==> src/rtl/div_pkg.sv <==
// Shared constants for the sequential 16/8 restoring divider.
// State codes, datapath widths and the divide-by-zero result constant.
package div_pkg;

    localparam int N_WIDTH = 16;
    localparam int D_WIDTH = 8;
    localparam int CNT_W   = 4;

    localparam logic [1:0] IDLE = 2'd0;
    localparam logic [1:0] CALC = 2'd1;
    localparam logic [1:0] DONE = 2'd2;

    localparam logic [N_WIDTH-1:0] QUO_DZ   = 16'hFFFF;
    localparam logic [CNT_W-1:0]   CNT_INIT = CNT_W'(N_WIDTH - 1);

endpackage

==> src/rtl/div_step.sv <==
// One restoring-division iteration: shift in the next dividend bit,
// trial-subtract the divisor, keep the difference when it does not go negative.
import div_pkg::*;

module div_step (
    input  logic [D_WIDTH:0]   i_r,
    input  logic               i_q_msb,
    input  logic [D_WIDTH-1:0] i_d,
    output logic [D_WIDTH:0]   o_r,
    output logic               o_bit
);

    logic [D_WIDTH+1:0] w_rs;
    logic               w_ge;

    // The extra top bit keeps the compare exact; R itself never exceeds 9 bits.
    assign w_rs  = {i_r, i_q_msb};
    assign w_ge  = (w_rs >= {2'b00, i_d});
    assign o_r   = w_ge ? (w_rs[D_WIDTH:0] - {1'b0, i_d}) : w_rs[D_WIDTH:0];
    assign o_bit = w_ge;

endmodule

==> src/rtl/seq_divider_16x8.sv <==
// Sequential radix-2 restoring divider, 16-bit dividend / 8-bit divisor, one quotient bit per clock.
// Optional DIV_ZERO_FAST_EN: a zero divisor finishes in 1 cycle without entering CALC.
import div_pkg::*;

module seq_divider_16x8 (
    input  logic               clk,
    input  logic               reset_a,
    input  logic               start,
    input  logic [N_WIDTH-1:0] dividend,
    input  logic [D_WIDTH-1:0] divisor,
    output logic               busy,
    output logic               done_flag,
    output logic [N_WIDTH-1:0] quotient,
    output logic [D_WIDTH-1:0] remainder,
    output logic               div_by_zero
);

    logic [1:0]         r_state;
    logic [CNT_W-1:0]   r_cnt;
    logic [N_WIDTH-1:0] r_q;
    logic [D_WIDTH-1:0] r_d;
    logic [D_WIDTH:0]   r_r;
    logic [N_WIDTH-1:0] r_quo;
    logic [D_WIDTH-1:0] r_rem;
    logic               r_dz;
    logic               r_done;
`ifdef DIV_ZERO_FAST_EN
    logic               r_fast;
`endif

    logic [D_WIDTH:0]   w_r_next;
    logic               w_bit;
    logic [N_WIDTH-1:0] w_q_next;

    div_step u_step (
        .i_r     (r_r),
        .i_q_msb (r_q[N_WIDTH-1]),
        .i_d     (r_d),
        .o_r     (w_r_next),
        .o_bit   (w_bit)
    );

    assign w_q_next = {r_q[N_WIDTH-2:0], w_bit};

    always_ff @(posedge clk or posedge reset_a) begin
        if (reset_a) begin
            r_state <= IDLE;
            r_cnt   <= '0;
            r_q     <= '0;
            r_d     <= '0;
            r_r     <= '0;
            r_quo   <= '0;
            r_rem   <= '0;
            r_dz    <= 1'b0;
            r_done  <= 1'b0;
`ifdef DIV_ZERO_FAST_EN
            r_fast  <= 1'b0;
`endif
        end else begin
            case (r_state)
                IDLE: begin
                    r_done <= 1'b0;
                    if (start) begin
                        r_q   <= dividend;
                        r_d   <= divisor;
                        r_r   <= '0;
                        r_cnt <= CNT_INIT;
`ifdef DIV_ZERO_FAST_EN
                        if (divisor == '0) begin
                            r_state <= DONE;
                            r_fast  <= 1'b1;
                        end else begin
                            r_state <= CALC;
                        end
`else
                        r_state <= CALC;
`endif
                    end
                end
                CALC: begin
                    r_r   <= w_r_next;
                    r_q   <= w_q_next;
                    r_cnt <= r_cnt - 1'b1;
                    if (r_cnt == '0) begin
                        r_quo   <= w_q_next;
                        r_rem   <= w_r_next[D_WIDTH-1:0];
                        r_dz    <= (r_d == '0);
                        r_done  <= 1'b1;
                        r_state <= DONE;
                    end
                end
                DONE: begin
`ifdef DIV_ZERO_FAST_EN
                    // Fast zero-divisor path publishes its result one edge after accept.
                    if (r_fast) begin
                        r_quo  <= QUO_DZ;
                        r_rem  <= r_q[D_WIDTH-1:0];
                        r_dz   <= 1'b1;
                        r_done <= 1'b1;
                        r_fast <= 1'b0;
                    end else begin
                        r_done  <= 1'b0;
                        r_state <= IDLE;
                    end
`else
                    r_done  <= 1'b0;
                    r_state <= IDLE;
`endif
                end
                default: r_state <= IDLE;
            endcase
        end
    end

    assign busy        = (r_state == CALC);
    assign done_flag   = r_done;
    assign quotient    = r_quo;
    assign remainder   = r_rem;
    assign div_by_zero = r_dz;

endmodule

==> config.mk <==
export PLATFORM = sky130hd
export DESIGN_NAME = seq_divider_16x8
export DESIGN_NICKNAME = d
export VERILOG_FILES = /design/src/rtl/div_pkg.sv /design/src/rtl/div_step.sv /design/src/rtl/seq_divider_16x8.sv
export SDC_FILE = /design/constraint.sdc
export NUM_CORES = 1
export LEC_CHECK = 0
export CORE_MARGIN = 2
export CORE_UTILIZATION = 45
export CTS_CLUSTER_SIZE = 16
export DETAILED_ROUTE_END_ITERATION = 8
export DONT_BUFFER_PORTS = 1
export MAX_ROUTING_LAYER = met4
export SLEW_MARGIN = 5
export SYNTH_ARGS = -nofsm -noshare
export SYNTH_HDL_FRONTEND = slang
export SYNTH_SLANG_ARGS = --single-unit
export TNS_END_PERCENT = 10
==> constraint.sdc <==
create_clock -name clk -period 5.4 [get_ports clk]
set_input_delay 0.81 -clock clk [delete_from_list [all_inputs] [get_ports clk]]
set_output_delay 0.81 -clock clk [all_outputs]
set_load 0.03 [all_outputs]
### Word-level counts from Yosys, hierarchy flattened

Index checks and enable logic that the tools add are counted.

* $add $sub $neg: 2
* $mul: 0
* div/mod/pow operators: 0
* order comparisons: 1
* equality and inequality tests: 4
* shift operators: 0
* muxes and demuxes: 12
* bitwise operators: 0
* reductions and logical operators: 11

Operators by type and width (count)
* $pmux W16 S2: 1
* $mux W9: 2
* $pmux W9 S2: 1
* $mux W16: 1
* $ge A10 B8 Y1: 1
* $reduce_and A2 Y1: 5
* $sub A9 B8 Y9: 1
* $logic_not A8 Y1: 1
* $pmux W4 S2: 1
* $logic_not A4 Y1: 1
* $mux W2: 2
* $mux W4: 1
* $pmux W2 S2: 1
* $reduce_bool A2 Y1: 2
* $sub A4 B1 Y4 const B: 1
* $eq A2 B1 Y1 const B: 1
* $eq A2 B2 Y1 const B: 1
* $logic_not A2 Y1: 1
* $ne A2 B1 Y1 const B: 1
* $ne A2 B2 Y1 const B: 1
* $pmux W1 S2: 1
* $reduce_or A2 Y1: 1
* $mux W1: 1

* register bits: 65
* latch bits: 0
* bits in writable memories: 0
* ROM bits: 0
* bits of input ports: 27
* output and inout bits: 27
* memories: 0

### Logic depth before layout (Yosys ltp)

Gate-level depths: netlist of run 1.

* depth in word-level cells: 4
* mapped depth: 10
* mapped depth without buffers: 9

### Cells and area by module

From an unflattened synthesis of run 1, not the netlist that was laid out.

* cells, all modules: 287
* area, all modules: 3289.4 µm²

Modules (own cells, without submodules)
* seq_divider_16x8: times used 1, cells an instance 212, area an instance 2766.4 µm²
* div_step: times used 1, cells an instance 75, area an instance 523.0 µm²

### Least setup slack after synthesis of run 1

OpenSTA, ideal clock, no wires.

* path type: flip-flop to flip-flop
* from: register r_q[15]
* to: register r_rem[2] (netlist: remainder[2])
* library setup time: 131 ps
* arrival time: 2291 ps
* setup slack: 2978 ps
* stages on the path, launching flop included: 11
* buffers on the path: 1
* clock period less this slack: 2422 ps
* cell sequence: dfrtp_1 -> inv_1 -> ha_1 -> inv_1 -> fa_1 -> a211oi_4 -> nor3b_2 -> or4_1 -> buf_2 -> mux2i_1 -> o21ai_1

* longest elaborated chain between the ends: 2
* elaborated cells on any way between the ends: 3

Ends and longest elaborated chain
* start: declaration: RTL line seq_divider_16x8.sv:20 `logic [N_WIDTH-1:0] r_q;`
* start signal: assignment: RTL line seq_divider_16x8.sv:64 `r_q <= dividend;`
* start signal: assignment: RTL line seq_divider_16x8.sv:82 `r_q <= w_q_next;`
* $sub A9 B8 Y9 or $ge A10 B8 Y1 (tied branches): RTL line div_step.sv:19, div_step.sv:18
* $mux W9 *: RTL line div_step.sv:19 `assign o_r = w_ge ? (w_rs[D_WIDTH:0] - {1'b0, i_d}) : w_rs[D_WIDTH:0];`
* end signal: assignment: RTL line seq_divider_16x8.sv:86 `r_rem <= w_r_next[D_WIDTH-1:0];`
* end: declaration: RTL line seq_divider_16x8.sv:24 `logic [D_WIDTH-1:0] r_rem;`

Every way passes the cells marked *; elsewhere a longest branch is shown, timed or not.
A chain may end at the register's enable or synchronous reset.

### Worst setup path after layout of run 1

* from: register r_state[0]
* to: register r_rem[5] (netlist: remainder[5])

* longest elaborated chain between the ends: 2

Ends and longest elaborated chain
* start: declaration: RTL line seq_divider_16x8.sv:18 `logic [1:0] r_state;`
* start signal: assignment: RTL line seq_divider_16x8.sv:47 `r_state <= IDLE;`
* start signal: assignment: RTL line seq_divider_16x8.sv:76 `r_state <= CALC;`
* start signal: assignment: RTL line seq_divider_16x8.sv:89 `r_state <= DONE;`
* $eq A2 B1 Y1
* net busy: RTL line seq_divider_16x8.sv:11 `output logic busy,`
* $reduce_and A2 Y1 (no source line)

The timed path passes the listed nets, and every way through them passes these cells.

==> reports/qor.csv, run 1 <==
metric;value;unit
status;finished clean;
startpoint class of the critical path;flip-flop;
FMAX;319;MHz
Reg clk slew, reported paths;0.08;ns
GRT Max-Usage Layer;met1;
post-layout util;50.4;%
Arr. time, crit path;3.34;ns
post-route ant nets;0;
Buffers & Inverters on Critical Path;2;
Warnings, synthesis;0;
Chip Width;88.0;um
Seq cells post-synth;65;
critical path cell sequence;nand2b_1 -> clkinv_1 -> nand2_1 -> clkinv_1 -> nand2_1 -> a2bb2oi_1 -> o31ai_1;
CP required;5.60;ns
total wire length;6840;um
Worst Skew;0.0138;ns
Comb power frac;43.4;%
initial antenna violation count;0;
pwr dens;765;nW/um^2
drt wl/cell;15.5;um
TritonCTS clock tree;yes;
Hold Crit Class;reg -> reg;
Die Y;88.0;um
max cap viols;0;
Detailed Route Iter0 Violations;140;
fin crit share;58.0;%
Finish-stage setup viols;0;
met3 Resource Use GR;4.52;%
Critical-path top delay cell;dfrtp_1;
Crit Path Class;reg -> reg;
Gate Count Post-Synth;342;
post-DR vias/cell;5.37;
ys flop type;dfrtp_1;
Worst Setup End Kind;flip-flop;
fillcell total;660;
CP Max Fanout;34;
num ports;54;
Max IR drop VDD;307;uV
Avg Inst Size Synth;9.29;um^2
Pins Over Slew Limit;0;
Initial Util;46.5;%
hold slack final;0.504;ns
hpwl dp;4510;um
Max clock buf depth;2;
Nets;376;
RSZ-0062 raised after global routing;false;
Mapped Area;3180;um^2
Port Buffer Count;0;
cell total after placement;424;
min Tclk post-route;3.13;ns
Slew headroom;25.9;%
Tightest Pin Transition;1.11;ns
clock share of power;15.0;%
CTS sink count;65;
CTS resizes;0;
Congestion Overflow GR;0;
non-filler cells, final;441;
largest net degree at the start of global routing;66;
sequential power share;41.6;%
Netlist cell types;42;
syn nets;379;
Internal Pwr Total;1390;uW
delay-heaviest family, CP;buffers and inverters;
final hold violations;0;
H-tree Lvls;3;
CTS Buf Count;9;
Setup TNS Final;0;ns
area delta synth->final;8.47;%
setup bufs post-CTS;0;
sw frac;47.2;%
via count;2366;
share of layout cells above drive strength 1;8.14;%
Core Region;6830;um^2
routability cong.;0.796;
Leak Pwr;0.00163;uW
die footprint;7750;um^2
GR Util met1;27.8;%
CTS Hold Bufs;0;
DRT Pass-1 Iters;4;
total global-route track usage;19.3;%
Skew-Pair Late Insertion Delay;0.34;ns
DRC;0;
row count;30;
critical path's largest stage delay;0.73;ns
first-pass GRT wire length;11000;um
GRT met2 Usage;26.4;%
switching pwr;1250;uW
FFs w/ async S/R, synth;100;%
vias in the first global route;2240;
Post-synth EDFFs;0;
sequential area share after synthesis;51.2;%
clock root buffer;clkbuf_8;
-- power groups by stage --
stage	clock (uW)	sequential (uW)	combinational, uW
2_1_floorplan	0	1020	956
3_3_place_gp	0	1100	1120
3_5_place_dp	0	1110	1140
4_1_cts	407	1100	1150
5_1_grt	424	1130	1300
6_report	396	1100	1140
-- area by class of cell --
class	instances	area, um^2	area share (%)
Antenna cell	1	2.50	0.0726
Clock buffer	11	151	4.39
Clock inverter	5	38.8	1.13
Inverter	16	60.1	1.74
Multi-Input combinational cell	245	1430	41.5
Sequential cell	65	1630	47.2
Tap cell	96	120	3.49
Timing Repair Buffer	2	15.0	0.436
-- metal layers --
layer	share of wire, %	wire, um
met4	1.7	114
met3	5.4	370
met5	0	0
met1	50	3410
met2	43	2950
-- cells by family after synthesis --
| family | Yosys count | share of synthesized area, % |
|---|---|---|
| AOI/OAI and AO/OA | 84 | 15.2 |
| DFF | 65 | 51.2 |
| and+or+nand+nor | 139 | 21.9 |
| muxes | 8 | 2.60 |
| buffers and inverters | 32 | 3.86 |
| adders and majority gates | 10 | 4.17 |
| xor gates and xnor gates | 4 | 1.10 |
-- layout by cell type (no fill, tap or decap), types with 2 or more instances in the layout --
master / count
nor4_1: 2
clkinv_1: 2
and3b_1: 16
ha_1: 9
xor2_1: 3
a31oi_1: 2
clkbuf_8: 11
o21ai_0: 34
nor3_1: 2
o211ai_1: 2
a211oi_1: 4
buf_4: 2
o31ai_1: 2
nand3_1: 3
and4_4: 2
o21ai_1: 8
nand2b_1: 4
a32oi_1: 2
inv_1: 13
a21oi_1: 23
a22oi_1: 2
clkinv_4: 2
nor2_1: 10
nand2_1: 91
dfrtp_1: 65
nor3b_2: 2
mux2i_1: 6
-- stage by stage --
step / power, uW / instance area (um^2) / worst slack (ns)
5_1_grt: 2850 / 3440 / 1.98
2_1_floorplan: 1980 / 3180 / 2.96
6_report: 2640 / 3450 / 2.27
3_5_place_dp: 2250 / 3250 / 2.25
4_1_cts: 2650 / 3440 / 2.25
3_3_place_gp: 2220 / 3250 / 2.38
-- synthesized netlist by cell type (2+ instances only) --
cell type,instances,area (um^2)
ha_1,9,113
nand3_1,3,15.0
nor4_1,2,12.5
mux2i_1,6,60.1
a31oi_1,2,12.5
nor3_1,2,10.0
nand2_1,91,342
and4_4,2,22.5
nor3b_2,2,25.0
buf_2,2,10.0
a32oi_1,2,17.5
nor2_1,10,37.5
nand2b_1,4,25.0
clkinv_1,2,7.51
a211oi_1,4,30.0
o21ai_1,8,40.0
a22oi_1,2,15.0
clkbuf_1,14,52.6
a21oi_1,23,115
xor2_1,3,26.3
inv_1,14,52.6
o21ai_0,34,170
o31ai_1,2,15.0
and3b_1,16,140
o211ai_1,2,15.0
dfrtp_1,65,1630
-- registers in the layout, summed over array words and instances, names as in the netlist --
signal and count:
div_by_zero 1, done_flag 1, quotient 16, r_cnt 4, r_d 8, r_q 16, r_r 9, r_state 2
remainder 8
-- path summary, 6_finish.rpt --
kind / start / to / slack (ns) / cells past startpoint
worst min register to register: r_cnt[3]$_DFFE_PP0P_ / r_cnt[3]$_DFFE_PP0P_ / 0.50 / 1
worst min-delay path: r_cnt[3]$_DFFE_PP0P_ / r_cnt[3]$_DFFE_PP0P_ / 0.50 / 1
worst max register to register: r_state[0]$_DFFE_PP0P_ / remainder[5]$_DFFE_PP0P_ / 2.27 / 7
min in group asynchronous: reset_a / remainder[2]$_DFFE_PP0P_ / 0.58 / 2
worst max-delay path: r_state[0]$_DFFE_PP0P_ / remainder[5]$_DFFE_PP0P_ / 2.27 / 7
max in group asynchronous: reset_a / r_state[0]$_DFFE_PP0P_ / 4.29 / 2
(Power assumes the default switching activity.)
==> inputs of run 2 (changes only) <==
==> constraint.sdc (replaced) <==
create_clock -name clk -period 2.82 [get_ports clk]
set_input_delay 0.423 -clock clk [delete_from_list [all_inputs] [get_ports clk]]
set_output_delay 0.423 -clock clk [all_outputs]
set_load 0.03 [all_outputs]
==> run 2 against run 1 <==
Largest power group unchanged. Register-to-register slack worse by 2.0 ns. Highest routed layer unchanged. Sequential power up 86%. Combinational power up 100%. Setup slack worse by 2.0 ns. Non-clock buffer count up 9. Critical endpoint is now r_r[3]$_DFFE_PP0P_.
==> reports/qor.csv, run 2 (same netlist as run 1, synthesis figures left out) <==
metric;value;unit;change
total wire length;7140;um;+4.3%
Die Y;88.0;um;unchanged
Worst Setup End Kind;flip-flop;;
Hold Crit Class;in -> reg;;
hpwl dp;4920;um;+9.1%
Congestion Overflow GR;0;;unchanged
row count;30;;unchanged
Finish-stage setup viols;0;;unchanged
fillcell total;655;;-0.76%
Slew headroom;57.5;%;+32 points
share of layout cells above drive strength 1;10.5;%;+2.3 points
post-route ant nets;0;;unchanged
Leak Pwr;0.00167;uW;+2.5%
Worst Skew;0.00783;ns;-0.00601 ns
Comb power frac;45.2;%;+1.8 points
reg2reg setup slack;0.28;ns;-1.99 ns
Max IR drop VDD;599;uV;+95%
hold_sp;divisor[7];;
cells on worst reg2reg path;9;;+2
Crit Reg-Reg Startpoint;r_q[15]$_DFFE_PP0P_;;
overall power;5160;uW;+96%
RSZ-0062 raised after global routing;false;;
Setup TNS Final;0;ns;unchanged
pwr dens;1470;nW/um^2;+92%
num ports;54;;unchanged
Tightest Pin Transition;0.633;ns;-0.478 ns
n_diodes;0;;-1
startpoint class of the critical path;flip-flop;;
Core Region;6830;um^2;unchanged
sequential power share;39.7;%;-1.9 points
switching pwr;2390;uW;+92%
CP Depth;9;;+2
FMAX;394;MHz;+23%
post-DR vias/cell;5.33;;-0.70%
DRC;0;;unchanged
first-pass GRT wire length;11700;um;+5.9%
CP required;3.03;ns;-2.57 ns
CTS Buf Count;9;;unchanged
fin crit share;90.1;%;+32 points
Crit Path Class;reg -> reg;;
largest net degree at the start of global routing;35;;-47%
TritonCTS clock tree;yes;;
die footprint;7750;um^2;unchanged
status;finished clean;;
Critical-path top delay cell;or4_4;;
commonest cells after routing, fill and taps aside;91 x nand2_1, 65 x dfrtp_1, 34 x o21ai_0, 23 x a21oi_1, 16 x and3b_1;;
Hold Path Stages;2;;+1
Buffers & Inverters on Critical Path;2;;unchanged
total global-route track usage;20.5;%;+1.2 points
critical path's largest stage delay;0.59;ns;-0.14 ns
Hold Crit Endpoint;r_d[7]$_DFFE_PP0P_;;
clock root buffer;clkbuf_8;;
vias in the first global route;2380;;+6.3%
sw frac;46.4;%;-0.87 points
critical path cell sequence;inv_1 -> ha_1 -> inv_1 -> fa_1 -> a211oi_4 -> nor3b_2 -> or4_4 -> mux2i_1 -> o21ai_1;;
Detailed Route Iter0 Violations;136;;-2.9%
hold slack final;0.198;ns;-0.306 ns
Reg clk slew, reported paths;0.08;ns;about the same
Arr. time, crit path;2.75;ns;-0.59 ns
H-tree Lvls;3;;unchanged
initial antenna violation count;0;;unchanged
Port Buffer Count;0;;unchanged
CP Max Fanout;6;;-82%
final hold violations;0;;unchanged
Final Cell Area;3520;um^2;+2.2%
max cap viols;0;;unchanged
drt wl/cell;15.9;um;+2.5%
Max clock buf depth;2;;unchanged
via count;2392;;+1.1%
Skew-Pair Late Insertion Delay;0.34;ns;about the same
clock share of power;15.1;%;about the same
Internal Pwr Total;2770;uW;+99%
Area after DPL;3310;um^2;+1.8%
delay-heaviest family, CP;simple AND/OR/NAND/NOR gates;;
most used cell, CP;inv_1;;
Worst R2R End;r_r[3]$_DFFE_PP0P_;;
routability cong.;0.809;;+1.7%
commonest non-fill, non-tap cell in the layout;nand2_1;;
Chip Width;88.0;um;unchanged
area delta synth->final;10.9;%;
Pins Over Slew Limit;0;;unchanged
DRT Pass-1 Iters;4;;unchanged
Nets;385;;+2.4%
CTS sink count;65;;unchanged
min Tclk post-route;2.54;ns;-0.592 ns
Initial Util;46.5;%;unchanged
run 2: worst max path at each step:
| stage | start | endpoint | slack, ns |
|---|---|---|---|
| 2_1_floorplan | r_q[15]$_DFFE_PP0P_ | remainder[2]$_DFFE_PP0P_ | 0.40 |
| 3_3_place_gp | r_q[15]$_DFFE_PP0P_ | r_r[6]$_DFFE_PP0P_ | 0.23 |
| 3_5_place_dp | r_q[15]$_DFFE_PP0P_ | r_r[3]$_DFFE_PP0P_ | 0.18 |
| 4_1_cts | r_q[15]$_DFFE_PP0P_ | r_r[3]$_DFFE_PP0P_ | 0.16 |
| 5_1_grt | r_q[15]$_DFFE_PP0P_ | r_r[2]$_DFFE_PP0P_ | 0.13 |
| 6_report | r_q[15]$_DFFE_PP0P_ | r_r[3]$_DFFE_PP0P_ | 0.28 |
run 2: final cells by class:
cell class	count	area (um^2)	share of cell area (%)
Sequential cell	65	1630	46.2
Multi-Input combinational cell	245	1440	40.7
Clock buffer	9	124	3.52
Tap cell	96	120	3.41
Timing Repair Buffer	11	85.1	2.42
Clock inverter	7	71.3	2.02
Inverter	16	60.1	1.71
run 2: what timing repair did:
| item | CTS | global route |
|---|---|---|
| setup endpoints to repair | 0 | 3 |
| hold buffers | 1 | 0 |
| hold endpoints to repair | 10 | 0 |
| setup buffers | 0 | 0 |
| resized for setup | 0 | 1 |
run 2: power groups by stage:
stage                     clock network [uW]  registers, uW  logic, uW
after CTS                                798           2050       2340
final                                    781           2050       2330
after global routing                     845           2110       2650
after detailed placement                   0           2070       2330
after floorplan                            0           1950       1830
after global placement                     0           2060       2270
run 2: routing by layer:
layer  track usage (%)  up-vias  routed length (um)
met3              7.63        9                 364
met5                 -        -                   0
met2              28.8       49                3200
li1                  -     1188                   -
met4              5.37        0                  53
met1              28.2     1146                3520
run 2: metrics by stage:
stage | util (%) | std cells | setup slack, ns
after floorplan | - | 342 | 0.398
after global placement | 48.5 | 432 | 0.234
after detailed placement | 48.5 | 432 | 0.177
after CTS | 51.5 | 449 | 0.160
after global routing | 51.6 | 449 | 0.126
final | 51.6 | 449 | 0.280
